### config.mk
export PLATFORM = sky130hd
export DESIGN_NAME = exa_crosb_input_vc_arbiter
export DESIGN_NICKNAME = d
export VERILOG_FILES = /design/src/rtl/exa_crosb_vc_pkg.sv /design/src/rtl/exa_crosb_rr_picker.sv /design/src/rtl/exa_crosb_input_vc_arbiter.sv
export SDC_FILE = /design/constraint.sdc
export NUM_CORES = 1
export LEC_CHECK = 0
export ABC_AREA = 1
export BUFFER_PORTS_ARGS = -buffer_cell sky130_fd_sc_hd__buf_2
export CAP_MARGIN = 20
export CORE_MARGIN = 2
export CORE_UTILIZATION = 45
export CTS_BUF_LIST = sky130_fd_sc_hd__clkbuf_16
export CTS_CLUSTER_DIAMETER = 80
export DETAILED_ROUTE_END_ITERATION = 8
export GPL_TIMING_DRIVEN = 0
export HOLD_SLACK_MARGIN = 0.05
export RECOVER_POWER = 25
export SYNTH_ARGS = -nofsm -noshare
export SYNTH_HDL_FRONTEND = slang
export SYNTH_SLANG_ARGS = --single-unit
### constraint.sdc
create_clock -name clk -period 5.2 [get_ports clk]
set_input_delay 0 -clock clk [delete_from_list [all_inputs] [get_ports clk]]
set_output_delay 0 -clock clk [all_outputs]
set_load 0.01 [all_outputs]
### src/rtl/exa_crosb_vc_pkg.sv
// Shared types, default sizes and VC index helpers for the VC crossbar input and output arbiters.
// A VC index packs priority class and sub-VC as v = prio*vc_num + vc.
package exa_crosb_vc_pkg;

  localparam int VC_NUM     = 3;
  localparam int PRIO_NUM   = 2;
  localparam int OUTPUT_NUM = 8;
  localparam int CREDIT_MAX = 4;

  function automatic int vc_w(input int nv, input int np);
    return $clog2(nv * np);
  endfunction

  function automatic int out_w(input int no);
    return $clog2(no);
  endfunction

  localparam int VC_W  = vc_w(VC_NUM, PRIO_NUM);
  localparam int OUT_W = out_w(OUTPUT_NUM);

  typedef enum logic [1:0] {
    IDLE = 2'd0,
    REQ  = 2'd1,
    XFER = 2'd2
  } arb_state_e;

  function automatic int vc_pack(input int prio, input int vc, input int nv);
    return prio * nv + vc;
  endfunction

  function automatic int vc_prio(input int v, input int nv);
    return v / nv;
  endfunction

  function automatic int vc_sub(input int v, input int nv);
    return v % nv;
  endfunction

endpackage

### src/rtl/exa_crosb_rr_picker.sv
// Round-robin find-first over N requesters, searching upward from ptr with wrap N-1 -> 0.
// Purely combinational; ptr must stay below N.
module exa_crosb_rr_picker #(
  parameter int N  = 3,
  parameter int PW = (N > 1) ? $clog2(N) : 1
) (
  input  logic [N-1:0]  req,
  input  logic [PW-1:0] ptr,
  output logic          gnt_vld,
  output logic [PW-1:0] gnt_idx
);

  logic [PW-1:0] cand [N];

  always_comb begin
    for (int i = 0; i < N; i++) begin
      cand[i] = (int'(ptr) + i >= N) ? PW'(int'(ptr) + i - N) : PW'(int'(ptr) + i);
    end
  end

  always_comb begin
    gnt_vld = 1'b0;
    gnt_idx = '0;
    for (int i = 0; i < N; i++) begin
      if (!gnt_vld && req[cand[i]]) begin
        gnt_vld = 1'b1;
        gnt_idx = cand[i];
      end
    end
  end

endmodule

### src/rtl/exa_crosb_input_vc_arbiter.sv
// Per-input VC scheduler: picks an eligible VC, requests its output, streams the packet once granted.
// Select->request 1 cycle; stalls in REQ until granted, bubbles on i_flit_valid low; packet credits per (output, VC).
module exa_crosb_input_vc_arbiter
  import exa_crosb_vc_pkg::*;
#(
  parameter int vc_num     = VC_NUM,
  parameter int prio_num   = PRIO_NUM,
  parameter int output_num = OUTPUT_NUM,
  parameter int credit_max = CREDIT_MAX
) (
  input  logic                                          clk,
  input  logic                                          reset,
  input  logic [vc_num*prio_num-1:0]                    i_vc_valid,
  input  logic [vc_num*prio_num*$clog2(output_num)-1:0] i_vc_dest,
  input  logic                                          i_flit_valid,
  input  logic                                          i_last,
  output logic                                          o_rd_en,
  output logic                                          o_req_valid,
  output logic [$clog2(output_num)-1:0]                 o_req_output,
  output logic [$clog2(vc_num*prio_num)-1:0]            o_req_vc,
  input  logic [output_num-1:0]                         i_grant,
  output logic                                          o_cts,
  input  logic [output_num*vc_num*prio_num-1:0]         i_credit_return,
  output logic                                          o_credit_err
);

  localparam int NV  = vc_num * prio_num;
  localparam int VW  = vc_w(vc_num, prio_num);
  localparam int OW  = out_w(output_num);
  localparam int PW  = (vc_num > 1) ? $clog2(vc_num) : 1;
  localparam int PRW = (prio_num > 1) ? $clog2(prio_num) : 1;
  localparam int CW  = $clog2(credit_max + 1);

  arb_state_e state, state_nxt;

  logic [CW-1:0]  credit [output_num][NV];
  logic [PW-1:0]  rr_ptr [prio_num];
  logic [NV-1:0]  elig;
  logic [prio_num-1:0] cls_vld;
  logic [PW-1:0]  cls_idx [prio_num];
  logic           pick_vld;
  logic [PRW-1:0] pick_prio;
  logic [PW-1:0]  pick_sub;
  logic [VW-1:0]  pick_vc;
  logic [PRW-1:0] sel_prio;
  logic [PW-1:0]  sel_sub;
  logic           gnt_hit;
  logic           last_beat;
  logic [output_num-1:0][NV-1:0] cons;

  // A VC with no downstream credit for its head packet's output is invisible to selection.
  always_comb begin
    for (int v = 0; v < NV; v++) begin
      elig[v] = i_vc_valid[v] && (credit[i_vc_dest[v*OW +: OW]][v] != '0);
    end
  end

  for (genvar p = 0; p < prio_num; p++) begin : g_cls
    exa_crosb_rr_picker #(
      .N  (vc_num),
      .PW (PW)
    ) u_pick (
      .req     (elig[p*vc_num +: vc_num]),
      .ptr     (rr_ptr[p]),
      .gnt_vld (cls_vld[p]),
      .gnt_idx (cls_idx[p])
    );
  end

  // Ascending scan so the highest non-empty class wins.
  always_comb begin
    pick_vld  = 1'b0;
    pick_prio = '0;
    pick_sub  = '0;
    for (int p = 0; p < prio_num; p++) begin
      if (cls_vld[p]) begin
        pick_vld  = 1'b1;
        pick_prio = PRW'(p);
        pick_sub  = cls_idx[p];
      end
    end
  end

  assign pick_vc     = VW'(vc_pack(int'(pick_prio), int'(pick_sub), vc_num));
  assign o_req_valid = (state == REQ);
  assign o_cts       = (state == XFER);
  assign o_rd_en     = o_cts & i_flit_valid;
  assign gnt_hit     = (state == REQ) && i_grant[o_req_output];
  assign last_beat   = o_rd_en && i_last;

  always_ff @(posedge clk) begin
    if (reset) state <= IDLE;
    else       state <= state_nxt;
  end

  always_comb begin
    state_nxt = state;
    case (state)
      IDLE:    if (pick_vld)  state_nxt = REQ;
      REQ:     if (gnt_hit)   state_nxt = XFER;
      XFER:    if (last_beat) state_nxt = IDLE;
      default: state_nxt = IDLE;
    endcase
  end

  // Selection is captured only in IDLE, so the request stays fixed until granted.
  always_ff @(posedge clk) begin
    if (reset) begin
      o_req_output <= '0;
      o_req_vc     <= '0;
      sel_prio     <= '0;
      sel_sub      <= '0;
      for (int p = 0; p < prio_num; p++) rr_ptr[p] <= '0;
    end else begin
      if (state == IDLE && pick_vld) begin
        o_req_vc     <= pick_vc;
        o_req_output <= i_vc_dest[int'(pick_vc)*OW +: OW];
        sel_prio     <= pick_prio;
        sel_sub      <= pick_sub;
      end
      if (state == XFER && last_beat) begin
        rr_ptr[sel_prio] <= (sel_sub == PW'(vc_num - 1)) ? '0 : sel_sub + 1'b1;
      end
    end
  end

  always_comb begin
    for (int o = 0; o < output_num; o++) begin
      for (int v = 0; v < NV; v++) begin
        cons[o][v] = gnt_hit && (o_req_output == OW'(o)) && (o_req_vc == VW'(v));
      end
    end
  end

  // Return and consume on one counter cancel; a return onto a full counter is dropped and flagged.
  always_ff @(posedge clk) begin
    if (reset) begin
      o_credit_err <= 1'b0;
      for (int o = 0; o < output_num; o++) begin
        for (int v = 0; v < NV; v++) credit[o][v] <= CW'(credit_max);
      end
    end else begin
      for (int o = 0; o < output_num; o++) begin
        for (int v = 0; v < NV; v++) begin
          if (i_credit_return[o*NV+v] && !cons[o][v]) begin
            if (credit[o][v] == CW'(credit_max)) o_credit_err <= 1'b1;
            else                                 credit[o][v] <= credit[o][v] + 1'b1;
          end else if (cons[o][v] && !i_credit_return[o*NV+v] && credit[o][v] != '0) begin
            credit[o][v] <= credit[o][v] - 1'b1;
          end
        end
      end
    end
  end

endmodule
==> summary.md <==
| Metric | Value |
|---|---|
| Min-Delay Path Class | primary input to flop |
| Hold Startpoint | i_credit_return[11] |
| Post-Route Setup TNS | 0 ns |
| Tot Pwr | between 5 and 6 mW |
| End point of the critical path | credit[3][2] |
| Vias post-DR | around 12k |
| FF-to-FF path depth | 18 |
| WS Path Type | flop to flop |
| Wirelength per Cell | approximately 19 microns |
| Number of DRC markers in iteration 0 | 1,208 |
| Maximum VDD drop | approximately 0.22 mV |
| CP Launch Type | flop |
| Die H | about 170 microns |
| Number of synthesized flops with an enable pin | about 150 |
| Main synth FF type | edfxtp_1 |
| Yosys warns | 0 |
| Synth unique cells | 37 |
| Worst-path clk slew | ~0.07 ns |
| Clock buffer count from CTS | 17 |
| PortBufs | 93 |
| All-Layer GR Usage | 0.278 |
| Reg2reg setup slack | ~1.1 ns |
| Total Nets Final | 1,900 |
| # clock sinks | 160 |
| Syn nets | between 1.5k and 2k |
| Setup violators final | 0 |
| Tcrit/Tclk final | 0.794 |
| Pre-antenna DRT Iters | 6 |
| Die ar. | 28,800 sq um |
| Clock Skew | ~0.011 ns |
| Slew @ Worst Pin | 1.00 ns |
| Crit path launch | o_req_output[1] |
| Initial antenna violation count | 1 |
| Post-Route WL | approximately 39,000 microns |
| Most frequent CP cell | nand2_1 |
| Via-per-instance ratio | ~5.5 |
| Root buf cell | clkbuf_16 |
| Post-cts sizing count | 0 |
| Worst stage delay on the critical path | 0.57 ns |
| Routability cong. | 0.945 |
| Die span in x | 170 microns |
| Yosys reg bits | 160 |
| IO Count | between 90 and 100 |
| CP max stage cell | clkbuf_1 |
| Final worst setup slack | between 1 and 1.5 ns |
| Synth-to-layout area growth | 13.8% |
| Worst R2R End | credit[3][2] |
| CTS tree | done |
| Initial core utilization | 0.458 |
| Relative slew slack | 0.331 |
| Reg-to-Reg Start | o_req_output[1] |
| Core region area | about 27,000 sq um |
| Avg Inst Size Synth | between 7 and 8 sq um |
| Post-Synthesis Cells | 1,624 |
| Fmax | 0.242 GHz |
| Power density over the cells | roughly 380 nW/um^2 |
| Largest net degree at the start of global routing | 17 |
| Placed instance count | between 2k and 2.5k |
| Pre-CTS WS | 1.58 ns |
| Utilization after layout | 0.521 |
| Non-Filler Cell Area, Final | around 14,000 sq um |
| Post-route ant nets | 0 |
| Clock Latency Late Sink | 0.45 ns |
| Status | completed |
| Number of global-route vias before repair | 10.9k |
| Placed Area | 13,200 sq um |
| Htree depth | 4 |
| DP HPWL | ~31,000 microns |
| CP Data Arrival Time | ~4.3 ns |
| Worst path required time | around 5.4 ns |
| GRT overflow | 0 |
| Sequential area share after synthesis | 0.380 |
| Post-synth design cell area | approximately 12,000 sq um |
| Tmin final | ~4.1 ns |
| Fillcell total | 2,638 |
| RSZ-0062 raised after global routing | false |
| Crit end category | flop |
| Final Max Tran Viols | 0 |
| Number of remaining DRC errors | 0 |
| Crit path max fanout | 10 |
| Max-cap violation count | 0 |
| Hold Fails Final Rpt | 0 |
| Cell Chain, Critical Path | inv_1 -> nor2_1 -> nand2_1 -> nand2_1 -> a221oi_1 -> o21ai_0 -> and2_0 -> clkbuf_1 -> buf_6 -> nand4_1 -> nand2_1 -> nor2_1 -> nand2_1 -> nor2_1 -> nand3_1 -> buf_6 -> buf_2 -> nand2_1 |
| First-pass GRT wire length | ~60,000 microns |
| FP Rows | 60 |
| Ys async rst share | 0 |
| Clk buf depth | 2 |
| Share of layout cells above drive strength 1 | 0.0836 |
| Hold WS | 0.0654 ns |
| Pleak | around 6.4 nW |
| Post-route insts no fill | around 2.1k |
## synthesized netlist by cell type, drive strengths merged (6+ instances only)
cell type / n / area share
clkbuf: 24 / 0.0073
inv: 311 / 0.095
a211oi: 6 / 0.0036
fa: 46 / 0.075
nand2: 310 / 0.094
nor3: 55 / 0.022
a31oi: 8 / 0.0041
nand4: 68 / 0.034
ha: 11 / 0.011
nor2: 191 / 0.058
o21ai: 25 / 0.010
edfxtp: 148 / 0.36
xnor2: 46 / 0.033
xor2: 49 / 0.035
a21oi: 30 / 0.012
nand3: 237 / 0.096
buf: 19 / 0.012
dfxtp: 12 / 0.019
## worst min path at each step
stage,cells past startpoint,to,slack (ns)
after floorplan,2,o_rd_en,0.09
after global placement,4,o_rd_en,0.30
after detailed placement,4,o_rd_en,0.30
after CTS,3,credit[0][11],0.06
after global routing,3,credit[1][2],0.10
final,3,credit[1][1],0.07
## metal layers
metal / GRT usage / part of all wire / vias to the layer above
met4: 0.122 / 0.040 / 0
met1: 0.359 / 0.41 / 5477
li1: - / - / 5557
met3: 0.0455 / 0.079 / 93
met2: 0.464 / 0.47 / 489
met5: 0 / 0 / -
## power breakdown
part / internal (mW) / total, mW / switching [mW]
clock network: 0.801 / 1.37 / 0.570
registers: 1.77 / 1.98 / 0.214
logic: 0.676 / 1.98 / 1.31
## logic make-up (layout without fill, tap and decap cells)
kind of cell / count (synthesis) / in the layout / share of synthesized area
AND/OR/NAND/NOR: 875 / 875 / 0.313
buffers and inverters: 354 / 501 / 0.114
flip-flops: 160 / 160 / 0.380
XOR/XNOR: 95 / 95 / 0.0674
AO/OA/AOI/OAI: 83 / 83 / 0.0400
adder cells (fa/ha/maj): 57 / 57 / 0.0858
other: 0 / 1 / 0
## layout by cell type, fill, tap and decap left out, types with 2 or more instances in the layout
cell	instances
bufinv_16	4
buf_6	8
buf_2	88
edfxtp_1	148
buf_1	2
a21oi_1	30
nand2_1	310
inv_2	20
ha_1	11
nand3b_1	5
dlygate4sd3_1	22
a311oi_1	5
a22oi_1	2
xnor2_1	46
clkbuf_1	38
nor2_1	191
inv_1	292
a211oi_1	6
nor3b_1	5
nand4_1	68
o21ai_0	25
xor2_1	49
nor3_1	55
fa_1	46
clkbuf_16	17
inv_6	2
a31oi_1	8
nand3_1	237
dfxtp_1	12
clkinv_2	2
clkinv_4	3
## layout make-up
cell class / count / area, sq um / area share
Antenna cell: 1 / 2.50 / 0.000178
Timing Repair Buffer: 116 / 679 / 0.0484
Sequential cell: 160 / 4680 / 0.334
Clock inverter: 14 / 189 / 0.0135
Clock buffer: 17 / 425 / 0.0303
Tap cell: 341 / 427 / 0.0304
Inverter: 311 / 1170 / 0.0831
Buffer: 43 / 229 / 0.0163
Multi-Input combinational cell: 1110 / 6240 / 0.444
## repair_timing
| action | CTS | global route |
|---|---|---|
| setup buffers | 0 | 0 |
| endpoints found under the hold margin | 22 | 0 |
| endpoints found under the setup margin | 0 | 0 |
| hold buffers | 22 | 0 |
## worst max-delay path, delay by kind of cell, from the launching register on
family | cells | cell delay, ns
simple gates | 11 | 1.46
flops | 1 | 0.43
compound gates | 2 | 0.53
buf+inv | 5 | 1.43
## state kept, by name, indices dropped and copies added, names as in the netlist
signal and count:
credit 144, o_credit_err 1, state 2, sel_sub 2, o_req_output 3, rr_ptr 4
o_req_vc 3, sel_prio 1
Note: power is estimated with default switching activity, not from simulation.
